--- config.mk ---
export PLATFORM = sky130hd
export DESIGN_NAME = uart_tx_fifo
export DESIGN_NICKNAME = d
export VERILOG_FILES = /design/src/rtl/uart_tx_fifo.sv
export SDC_FILE = /design/constraint.sdc
export NUM_CORES = 1
export LEC_CHECK = 0
export ABC_AREA = 1
export BUFFER_PORTS_ARGS = -buffer_cell sky130_fd_sc_hd__buf_2
export CAP_MARGIN = 40
export CELL_PAD_IN_SITES_DETAIL_PLACEMENT = 0
export CELL_PAD_IN_SITES_GLOBAL_PLACEMENT = 2
export CORE_MARGIN = 3
export CORE_UTILIZATION = 42
export CTS_CLUSTER_DIAMETER = 200
export DETAILED_ROUTE_END_ITERATION = 10
export GPL_ROUTABILITY_DRIVEN = 0
export GPL_TIMING_DRIVEN = 0
export HOLD_SLACK_MARGIN = 0.06
export PLACE_DENSITY = 0.78
export SETUP_SLACK_MARGIN = 0.1
export SLEW_MARGIN = 20
export SYNTH_ARGS = -nofsm -noshare
export SYNTH_HDL_FRONTEND = slang
export SYNTH_SLANG_ARGS = --single-unit
--- constraint.sdc ---
create_clock -name clk -period 2.4 [get_ports clk]
set_input_delay 0.24 -clock clk [delete_from_list [all_inputs] [get_ports clk]]
set_output_delay 0.24 -clock clk [all_outputs]
set_load 0.1 [all_outputs]
--- src/rtl/uart_tx_fifo.sv ---
// Transmit-data FIFO between the UART register decoder and the TX serializer.
// The read port is first-word-fall-through: the head byte sits on data_out while empty is low.
module uart_tx_fifo #(
  parameter int WIDTH    = 8,
  parameter int DEPTH    = 16,
  parameter int ADDR_W   = 4,
  parameter int AF_LEVEL = 12
) (
  input  logic              clk,
  input  logic              rst_n,
  input  logic              seltxff,
  input  logic              wr_stb,
  input  logic [WIDTH-1:0]  data_in,
  input  logic              tx_rd,
  input  logic              flush,
  input  logic              clr_ovr,
  output logic [WIDTH-1:0]  data_out,
  output logic              empty,
  output logic              full,
  output logic              almost_ful,
  output logic [ADDR_W:0]   count,
  output logic              overrun
);

  localparam logic [ADDR_W:0] DEPTH_C = (ADDR_W+1)'(DEPTH);
  localparam logic [ADDR_W:0] AF_C    = (ADDR_W+1)'(AF_LEVEL);

  logic [WIDTH-1:0]  mem_q [DEPTH];
  logic [ADDR_W-1:0] wr_ptr_q, wr_ptr_d;
  logic [ADDR_W-1:0] rd_ptr_q, rd_ptr_d;
  logic [ADDR_W:0]   count_q, count_d;
  logic              overrun_q, overrun_d;

  logic we, wr_ok, rd_ok, ovr_set;

  // Handshake: a write is one cycle of seltxff & wr_stb and is taken unless the FIFO
  // is full with no pop in the same cycle; a pop is one cycle of tx_rd and is taken
  // only while not empty. Nothing is held or retried: a refused request is simply lost.
  assign we      = seltxff & wr_stb;
  assign rd_ok   = tx_rd & ~empty;
  assign wr_ok   = we & (~full | rd_ok);
  assign ovr_set = we & full & ~rd_ok & ~flush;

  always_comb begin
    wr_ptr_d  = wr_ptr_q;
    rd_ptr_d  = rd_ptr_q;
    count_d   = count_q;
    overrun_d = overrun_q;
    if (flush) begin
      wr_ptr_d = '0;
      rd_ptr_d = '0;
      count_d  = '0;
    end else begin
      if (wr_ok) wr_ptr_d = wr_ptr_q + 1'b1;
      if (rd_ok) rd_ptr_d = rd_ptr_q + 1'b1;
      case ({wr_ok, rd_ok})
        2'b10:   count_d = count_q + 1'b1;
        2'b01:   count_d = count_q - 1'b1;
        default: count_d = count_q;
      endcase
    end
    if (ovr_set)      overrun_d = 1'b1;
    else if (clr_ovr) overrun_d = 1'b0;
  end

  always_ff @(posedge clk or negedge rst_n) begin
    if (!rst_n) begin
      wr_ptr_q  <= '0;
      rd_ptr_q  <= '0;
      count_q   <= '0;
      overrun_q <= 1'b0;
    end else begin
      wr_ptr_q  <= wr_ptr_d;
      rd_ptr_q  <= rd_ptr_d;
      count_q   <= count_d;
      overrun_q <= overrun_d;
    end
  end

  // Storage carries no reset; only the pointers define which entries are live.
  always_ff @(posedge clk) begin
    if (wr_ok && !flush) mem_q[wr_ptr_q] <= data_in;
  end

  assign data_out   = mem_q[rd_ptr_q];
  assign count      = count_q;
  assign empty      = (count_q == '0);
  assign full       = (count_q == DEPTH_C);
  assign almost_ful = (count_q >= AF_C);
  assign overrun    = overrun_q;

endmodule

==> flow_summary.toml, run 1 <==
[worst_setup_path]
crit_slowest_cell = "dfrtp_1"
cp_max_fo = 7
r2r-end = "mem_q[4][2]"
path_cells = "buf_6 > inv_4 > buf_8 > buf_12 > nor2_4 > nor2_1 > o21ai_1 > o211ai_1 > nand3_1 > nand2_2 > buf_12"
worst-setup-path-type = "register to output pin"
cpMostUsedCell = "buf_12"
cp-start-kind = "register"
reg2regPathDepth = 7
worstPathRequired_ns = 2.16
timing.rr.start = "count[0]"
critPathMaxStageDelay_ns = 0.42
reg2reg_slack_ns = 0.23
crit_start = "rd_ptr_q[0]"
worstPathArrival_ns = 2.17
worstSetupEndpointType = "output pin"

[pwr]
power_density_mw_per_mm2 = 1170
p_leak_nw = 2.75
p_total_mw = 8.92
ir_drop_uv = 1280

[cts]
htreeDepth = 4
cts_sinks = 142
numCtsBuffers = 17
cts_tree = "done"
clock_latency_ns = 0.43
clock_path_buffers = 2
cts.clk_slew.worst_paths_ns = 0.06
root_buffer = "clkbuf_16"

[synth]
yosysTopAreaCell = "edfxtp_1"
synth_area_leaders = "edfxtp_1 63%, nor2_1 5.8%, dfrtp_1 5.7%"
synth_seq_cells = 142
synth.avg_cell_area_sq_um = 12.0
synthArstFlopShare = 0.0986
yosysSeqAreaShare = 0.685
yosysMostFrequentCell = "edfxtp_1"
synth_top_area_share = 0.628
synthCells = 511
synth_fp_nets = 535
synth_commonest_cells = "128 x edfxtp_1, 94 x nor2_1, 65 x o21ai_0"
syn_area_sq_mm = 0.00612
synth_cell_types = 30
synthFlopType = "edfxtp_1"
synth_enable_flop_cells = 128
ys_warn_count = 0

[floorplanning]
ios = 32
core_area_sq_mm = 0.0140
die_area_sq_mm = 0.0161
start_util = 0.436
die_h_um = 127
rows = 43
die_w_um = 127

[place]
dp.cells = 728
dp_hpwl_mm = 10.8
dp_slack_ns = -0.0125
io_buffers = 31
placed_area_sq_mm = 0.00662

[global_route]
gr-usage-met1 = 0.296
antenna_found_initial = 0
grt_max_degree = 17
grt_overflow = 0
grt.busiest_layer = "met2"
use_met3 = 0.0421
grt_pass1_vias = 4269
grt_use_met2 = 0.351
grtUsageTotal = 0.218
grt_pass1_wl_mm = 25.7

[drt]
vias_per_cell = 5.51
firstDrtPassIters = 5
antenna_left = 0
drt-initial-drc-count = 509
wirelength_mm = 16.9
post-route-drc-count = 0
drt-wirelength-per-cell_um = 21.7
dr_total_vias = 4269

[finish]
final_cells = 775
diodes = 0
area_growth_pct = 24.8
drive_gt1_frac = 0.269
nNetsFinal = 606
fin_area_sq_mm = 0.00764

[worst_hold_path]
whs_path_depth = 2
hp-start = "flush"
hold_class = "input pin to register"
min_to = "rd_ptr_q[1]"

[timing]
layout_min_cycle_time_ns = 2.41
finalCritPeriodShare = 1.00
worstMarginPinSlew_ns = 0.874
setup_viol = 1
skew_ns = 0.0105
hold_viol_final = 0
relSlewSlack = 0.414
setup_ws_ns = -0.0103
rsz0062_at_grt = "yes"
slew_violations = 0
fmax_ghz = 0.415

[job]
max_cap_violations = 0

[status]
violations = "negative setup slack"
status = "finished with violations"
worst max-delay path: cells and delay by family, from the launching register on:
| kind | cells | cell delay (ns) |
|---|---|---|
| flip-flops | 1 | 0.42 |
| buffers and inverters | 5 | 0.68 |
| AO/OA/AOI/OAI | 2 | 0.19 |
| AND/OR/NAND/NOR | 4 | 0.45 |
worst max path at each step:
stage / cells past startpoint / to / slack [ns]
floorplan: 7 / mem_q[4][0] / 0.01
global placement: 7 / mem_q[12][6] / -0.27
detailed placement: 7 / data_out[3] / -0.01
CTS: 11 / data_out[1] / -0.007
global route: 10 / data_out[0] / -0.06
finish: 11 / data_out[1] / -0.01
logic make-up (layout without fill, tap and decap cells):
kind of cell             Yosys count  count (layout)  synth area share
AO/OA/AOI/OAI                    109             109             0.104
XOR/XNOR                           5               5           0.00716
adder cells (fa/ha/maj)            9               9            0.0196
buffers and inverters             50             134            0.0395
flip-flops                       142             142             0.685
AND/OR/NAND/NOR                  196             196             0.144
routing by layer:
metal	share of wire	vias up
met5	0	-
met4	0.027	0
met3	0.074	35
met2	0.48	182
met1	0.42	2078
li1	-	1974
stage by stage:
stage          setup TNS (ns)  utilization  hold slack, ns
2_1_floorplan               0            -         -0.0556
5_1_grt                -0.373        0.544          0.0929
3_3_place_gp           -15.41        0.463           0.166
4_1_cts              -0.00657        0.538          0.0699
3_5_place_dp          -0.0198        0.471           0.181
6_report              -0.0103        0.544          0.0771
cells in the final DEF, fill, tap and decap left out, types with 2 or more instances in the layout:
| cell | count |
|---|---|
| nand3_4 | 2 |
| buf_8 | 2 |
| nand3_2 | 4 |
| nor2_1 | 92 |
| buf_4 | 24 |
| dfrtp_2 | 5 |
| nor3_2 | 16 |
| clkbuf_2 | 5 |
| nor2_2 | 7 |
| nand2_1 | 31 |
| nand2_2 | 9 |
| buf_2 | 26 |
| clkinv_2 | 6 |
| ha_1 | 8 |
| o21ai_1 | 20 |
| buf_6 | 5 |
| clkbuf_8 | 3 |
| edfxtp_1 | 128 |
| clkbuf_4 | 2 |
| clkbuf_1 | 2 |
| o211ai_1 | 32 |
| xnor2_1 | 2 |
| o21ai_0 | 49 |
| a21oi_1 | 4 |
| dfrtp_1 | 9 |
| nor2_4 | 3 |
| buf_12 | 9 |
| inv_1 | 19 |
| o21ai_2 | 3 |
| nand3_1 | 30 |
| dlygate4sd3_1 | 2 |
| clkbuf_16 | 18 |
| xor2_1 | 3 |
| clkinvlp_4 | 2 |
| bufinv_16 | 4 |
sequential cells by signal, indices dropped and copies added, names as in the netlist:
signal	cells
mem_q	128
wr_ptr_q	4
count	5
overrun	1
rd_ptr_q	4
layout make-up:
type | count | area (sq um)
Buffer | 25 | 209
Clock buffer | 21 | 470
Clock inverter | 11 | 164
Fill cell | 1194 | 6410
Inverter | 24 | 95.1
Multi-Input combinational cell | 319 | 1810
Sequential cell | 142 | 4200
Tap cell | 180 | 225
Timing Repair Buffer | 53 | 460
repair_timing:
item	4_1_cts	5_1_grt
buffers inserted	9	0
setup endpoints to repair	8	9
hold buffers	2	0
gates cloned	1	1
resized for setup	77	15
pin swaps	13	12
hold endpoints to repair	15	0
power breakdown:
part / internal (mW) / leakage, nW / switching (mW) / total, mW
clock: 1.81 / 0.309 / 0.991 / 2.81
combinational: 1.00 / 1.11 / 2.29 / 3.29
sequential: 2.76 / 1.34 / 0.0738 / 2.83
total: 5.57 / 2.75 / 3.35 / 8.92
Note: power is estimated with default switching activity, not from simulation.
==> inputs of run 2 (changes only) <==
--- a/config.mk
+++ b/config.mk
@@ -19,6 +19,7 @@
 export HOLD_SLACK_MARGIN = 0.06
 export PLACE_DENSITY = 0.78
 export SETUP_SLACK_MARGIN = 0.1
+export SKIP_LAST_GASP = 1
 export SLEW_MARGIN = 20
 export SYNTH_ARGS = -nofsm -noshare
 export SYNTH_HDL_FRONTEND = slang
==> run 2 against run 1 <==
The run now ends clean. Final area about the same. Clock-buffer cell count unchanged. Sequential power about the same. Die area unchanged. Setup slack improved by 0.033 ns. Final cell count unchanged. Combinational power about the same. Sequential share of layout area about the same. Via count about the same. Critical path depth decreased by 2. Flip-flop and latch count unchanged. Register-to-register slack improved by 0.02 ns. Critical path type unchanged. Largest cell class unchanged. Largest power group unchanged.
==> flow_summary.toml, run 2 (synthesis results as in run 1) <==
[status]
status = "finished clean"

[drt]
dr_total_vias = 4266
wirelength_mm = 16.8
firstDrtPassIters = 5
post-route-drc-count = 0
antenna_left = 0
drt-initial-drc-count = 504
vias_per_cell = 5.50
drt-wirelength-per-cell_um = 21.7

[pwr]
p_total_mw = 8.93
p_leak_nw = 2.76
power_density_mw_per_mm2 = 1170
ir_drop_uv = 1280

[place]
io_buffers = 31
dp.cells = 728
dp_hpwl_mm = 10.8

[finish]
final_cells = 775
final_cell_mix = "128 x edfxtp_1, 92 x nor2_1, 50 x o21ai_0"
final_common_cell = "edfxtp_1"
regArea_sq_mm = 0.00420
final_util = 0.544
diodes = 0
nFillCells = 1193
top_register = "mem_q"
area_growth_pct = 24.9
drive_gt1_frac = 0.272
nNetsFinal = 606
largest_reg_flops = 128
multi_input_area_sq_mm = 0.00181

[timing]
skew_ns = 0.0104
hold_viol_final = 0
setup_viol = 0
layout_min_cycle_time_ns = 2.38
fmax_ghz = 0.421
tns_ns = 0
finalCritPeriodShare = 0.991
slew_violations = 0
worstMarginPinSlew_ns = 0.837
rsz0062_at_grt = "yes"
fin_worst_hold_slack_ns = 0.0794
relSlewSlack = 0.439

[worst_hold_path]
hold_class = "input pin to register"
whs_path_depth = 2
hp-start = "flush"
min_to = "rd_ptr_q[1]"

[floorplanning]
rows = 43
ios = 32
core_area_sq_mm = 0.0140
die_area_sq_mm = 0.0161
die_h_um = 127
start_util = 0.436
die_w_um = 127

[cts]
clock_latency_ns = 0.43
root_buffer = "clkbuf_16"
clock_path_buffers = 2
htreeDepth = 4
numCtsBuffers = 17
cts.clk_slew.worst_paths_ns = 0.06
cts_tree = "done"
cts_sinks = 142

[worst_setup_path]
worst-setup-path-type = "register to output pin"
timing.rr.start = "count[0]"
reg2reg_slack_ns = 0.25
cp_max_fo = 10
reg2regPathDepth = 7
r2r-end = "mem_q[4][6]"
worstPathArrival_ns = 2.14
worstPathRequired_ns = 2.16
worstSetupEndpointType = "output pin"
cp-start-kind = "register"

[global_route]
grt_pass1_wl_mm = 25.7
grt_max_degree = 17
grt_pass1_vias = 4269
antenna_found_initial = 0
grtUsageTotal = 0.218
grt_overflow = 0

[job]
max_cap_violations = 0
[run 2: cell counts in the layout (fill, tap and decap cells not counted)]
Identical to the previous run, type by type.
[run 2: power by group]
group	internal, mW	switching, mW
Clock	1.81	0.989
Combinational	1.00	2.29
Sequential	2.76	0.0741
[run 2: critical path, cell delays in order, from the launching register on]
cell and delay, ns:
dfrtp_1 0.41, buf_6 0.16, inv_4 0.07, buf_8 0.13, buf_6 0.16, nor2_1 0.05
o211ai_1 0.26, nand3_2 0.16, nand2_2 0.12, buf_12 0.17
[run 2: routing by layer]
layer	track usage	up-vias	routed length, um
met5	0	-	0
li1	-	1976	-
met1	0.296	2107	7300
met2	0.351	151	8100
met3	0.0421	32	954
met4	0.0808	0	431
[run 2: repair_timing]
| action | 4_1_cts | 5_1_grt |
|---|---|---|
| endpoints found under the hold margin | 15 | 0 |
| resized for setup | 73 | 21 |
| pin swaps | 9 | 12 |
| endpoints found under the setup margin | 8 | 9 |
| cloned | 1 | 1 |
| buffers inserted | 9 | 0 |
| hold buffers | 2 | 0 |
[run 2: stage by stage]
| step | setup WS (ns) | instance area, sq um |
|---|---|---|
| 2_1_floorplan | 0.0129 | 6120 |
| 3_3_place_gp | -0.274 | 6500 |
| 3_5_place_dp | -0.0125 | 6620 |
| 4_1_cts | -0.00657 | 7560 |
| 5_1_grt | -0.0603 | 7640 |
| 6_report | 0.0227 | 7640 |
[run 2: how the worst max path moves through the flow]
stage | startpoint | to | cells past startpoint
after floorplan | count[1] | mem_q[4][0] | 7
after global placement | count[1] | mem_q[12][6] | 7
after detailed placement | rd_ptr_q[0] | data_out[3] | 7
after CTS | rd_ptr_q[0] | data_out[1] | 11
after global routing | rd_ptr_q[0] | data_out[0] | 10
final | rd_ptr_q[0] | data_out[3] | 9
[run 2: layout make-up]
class                           count  share of cell area
Sequential cell                   142               0.550
Tap cell                          180              0.0295
Inverter                           24              0.0124
Clock inverter                     11              0.0215
Buffer                             25              0.0278
Timing Repair Buffer               53              0.0603
Clock buffer                       21              0.0616
Multi-Input combinational cell    319               0.237
==> inputs of run 3 (changes only) <==
--- a/config.mk
+++ b/config.mk
@@ -5,13 +5,12 @@
 export SDC_FILE = /design/constraint.sdc
 export NUM_CORES = 1
 export LEC_CHECK = 0
-export ABC_AREA = 1
 export BUFFER_PORTS_ARGS = -buffer_cell sky130_fd_sc_hd__buf_2
 export CAP_MARGIN = 40
 export CELL_PAD_IN_SITES_DETAIL_PLACEMENT = 0
 export CELL_PAD_IN_SITES_GLOBAL_PLACEMENT = 2
 export CORE_MARGIN = 3
-export CORE_UTILIZATION = 42
+export CORE_UTILIZATION = 47
 export CTS_CLUSTER_DIAMETER = 200
 export DETAILED_ROUTE_END_ITERATION = 10
 export GPL_ROUTABILITY_DRIVEN = 0
==> run 3 against run 2 <==
The run now ends with negative setup slack left. Clock-buffer cell count shrank 4. First-iteration DRC count shrank 39%. Largest power group unchanged. Hold slack gained 0.11 ns. Register-to-register slack lost 0.48 ns. Via count shrank 28%. Critical path depth grew 1. Critical endpoint is now count[4]. Final area shrank 1.3%. Sequential share of layout area grew 0.76 points. Combinational power shrank 10%. Global-route usage shrank 3.5 points.
==> flow_summary.toml, run 3 <==
[status]
status = "finished with violations"
violations = "negative setup slack"

[timing]
setup_viol = 11
tns_ns = -2.01
skew_ns = 0.00492
layout_min_cycle_time_ns = 2.63
rsz0062_at_grt = "yes"
fin_worst_hold_slack_ns = 0.189
hold_viol_final = 0
finalCritPeriodShare = 1.10
slew_violations = 0
worstMarginPinSlew_ns = 0.786
fmax_ghz = 0.380
relSlewSlack = 0.476
setup_ws_ns = -0.229

[worst_setup_path]
cp-start-kind = "register"
cp_max_fo = 4
worstSetupEndpointType = "register"
cpMostUsedCell = "or2_4"
worstPathRequired_ns = 2.73
worstPathArrival_ns = 2.96
crit_slowest_cell = "or4_4"
critPathBufInv = 2
worst-setup-path-type = "register to register"
critPathMaxStageDelay_ns = 0.53
path_cells = "or4_4 > buf_6 > nor2_4 > or2_4 > inv_6 > ha_4 > nand2b_4 > a2111o_1 > or2_4 > a41oi_2"
crit_family = "simple AND/OR/NAND/NOR gates"

[pwr]
power_density_mw_per_mm2 = 1080
p_leak_nw = 2.56
ir_drop_uv = 610

[drt]
firstDrtPassIters = 4
antenna_left = 0
wirelength_mm = 12.1
drt-wirelength-per-cell_um = 21.6
dr_total_vias = 3071
vias_per_cell = 5.47
drt-initial-drc-count = 306
post-route-drc-count = 0

[cts]
clock_path_buffers = 2
cts_sinks = 142
clock_latency_ns = 0.41
root_buffer = "clkbuf_16"
numCtsBuffers = 17
htreeDepth = 4
cts.clk_slew.worst_paths_ns = 0.06
cts_tree = "done"

[synth]
synth.avg_cell_area_sq_um = 19.7
ys_warn_count = 0
synth_cell_types = 44
synth_top_area_share = 0.647
syn_area_sq_mm = 0.00594
synth_fp_nets = 326
synthFlopType = "edfxtp_1"
synth_area_leaders = "edfxtp_1 65%, mux4_2 15%, dfrtp_1 5.9%"
yosysSeqAreaShare = 0.706
synth_seq_cells = 142
synth_enable_flop_cells = 128
yosysTopAreaCell = "edfxtp_1"
synthCells = 302
synthArstFlopShare = 0.0986
synth_commonest_cells = "128 x edfxtp_1, 40 x mux4_2, 20 x nor2_1"
yosysMostFrequentCell = "edfxtp_1"

[floorplanning]
die_area_sq_mm = 0.0140
ios = 32
die_w_um = 118
die_h_um = 118
core_area_sq_mm = 0.0122
rows = 40
start_util = 0.488

[finish]
largest_reg_flops = 128
diodes = 0
nFillCells = 885
final_cell_mix = "128 x edfxtp_1, 40 x mux4_2, 22 x buf_2"
final_common_cell = "edfxtp_1"
final_util = 0.620
top_register = "mem_q"
final_cells = 561
drive_gt1_frac = 0.453
area_growth_pct = 27.0
nNetsFinal = 404

[global_route]
antenna_found_initial = 0
grt_overflow = 0
grt_max_degree = 17
grt_pass1_vias = 3249
grtUsageTotal = 0.183
grt_pass1_wl_mm = 18.8

[place]
io_buffers = 31
dp.cells = 502
dp_hpwl_mm = 7.90
dp_slack_ns = -0.413

[job]
max_cap_violations = 0

[worst_hold_path]
hold_class = "input pin to register"
==> run 3: cell types whose count changed after synthesis, sizes merged, moves of 29 or more <==
cell	change
nor2	-81
o21ai	-71
mux4	+40
nand2	-37
nand3	-34
o211ai	-29
==> run 3: kinds of logic (layout without fill, tap and decap cells) <==
family                   Yosys count  in the layout  synth area share
AND/OR/NAND/NOR                   55             55            0.0506
adder cells (fa/ha/maj)            9              9            0.0202
AO/OA/AOI/OAI                     16             16            0.0230
multiplexers                      47             47             0.168
flip-flops                       142            142             0.706
XOR/XNOR                           7              7            0.0103
buffers and inverters             26            117            0.0215
==> run 3: power by group <==
| part | total (mW) | switching, mW | internal (mW) |
|---|---|---|---|
| sequential | 2.84 | 0.0705 | 2.77 |
| clock | 2.36 | 1.03 | 1.33 |
| combinational | 2.95 | 1.72 | 1.23 |
==> run 3: worst paths after layout <==
| kind | startpoint | to | slack (ns) | depth (start not counted) |
|---|---|---|---|---|
| max in group asynchronous | rst_n | count[0] | 1.84 | 2 |
| hold reg to reg | overrun | overrun | 0.52 | 2 |
| min in group asynchronous | rst_n | count[1] | 0.27 | 2 |
| setup / recovery | count[1] | count[4] | -0.23 | 10 |
| setup reg to reg | count[1] | count[4] | -0.23 | 10 |
| hold / removal | wr_stb | count[4] | 0.19 | 3 |
==> run 3: layout make-up <==
type | count | area [sq um] | area share
flip-flops and latches | 142 | 4200 | 0.557
multi-input cells | 134 | 1800 | 0.238
repair buffers | 59 | 566 | 0.0750
clock buffers | 17 | 425 | 0.0564
well taps | 168 | 210 | 0.0279
plain buffers | 16 | 181 | 0.0241
clock inverters | 15 | 115 | 0.0153
inverters | 10 | 42.5 | 0.00564
==> run 3: routing by layer <==
metal / track usage / vias up / wire length (um)
met3: 0.0526 / 14 / 433
met2: 0.285 / 63 / 6130
met5: 0 / - / 0
li1: - / 1378 / -
met4: 0.0521 / 0 / 107
met1: 0.255 / 1616 / 5430
==> run 3: timing repair <==
| item | CTS | global route |
|---|---|---|
| pin swaps | 9 | 5 |
| hold buffers | 2 | 0 |
| gates resized for setup | 54 | 22 |
| cloned | 0 | 3 |
| endpoints found under the setup margin | 94 | 107 |
| buffers inserted | 13 | 7 |
| hold endpoints to repair | 15 | 0 |
==> run 3: worst register-to-register path: stages, from the launching register on <==
cell and delay (ns):
dfrtp_4 0.48, or4_4 0.54, buf_6 0.14, nor2_4 0.09, or2_4 0.16, inv_6 0.05
ha_4 0.28, nand2b_4 0.06, a2111o_1 0.38, or2_4 0.24, a41oi_2 0.14
==> run 3: per-stage QoR <==
| stage | cell area [sq um] | power [mW] |
|---|---|---|
| 2_1_floorplan | 6050 | 4.80 |
| 3_3_place_gp | 6420 | 5.19 |
| 3_5_place_dp | 6440 | 5.23 |
| 4_1_cts | 7280 | 7.96 |
| 5_1_grt | 7540 | 8.50 |
| 6_report | 7540 | 8.15 |
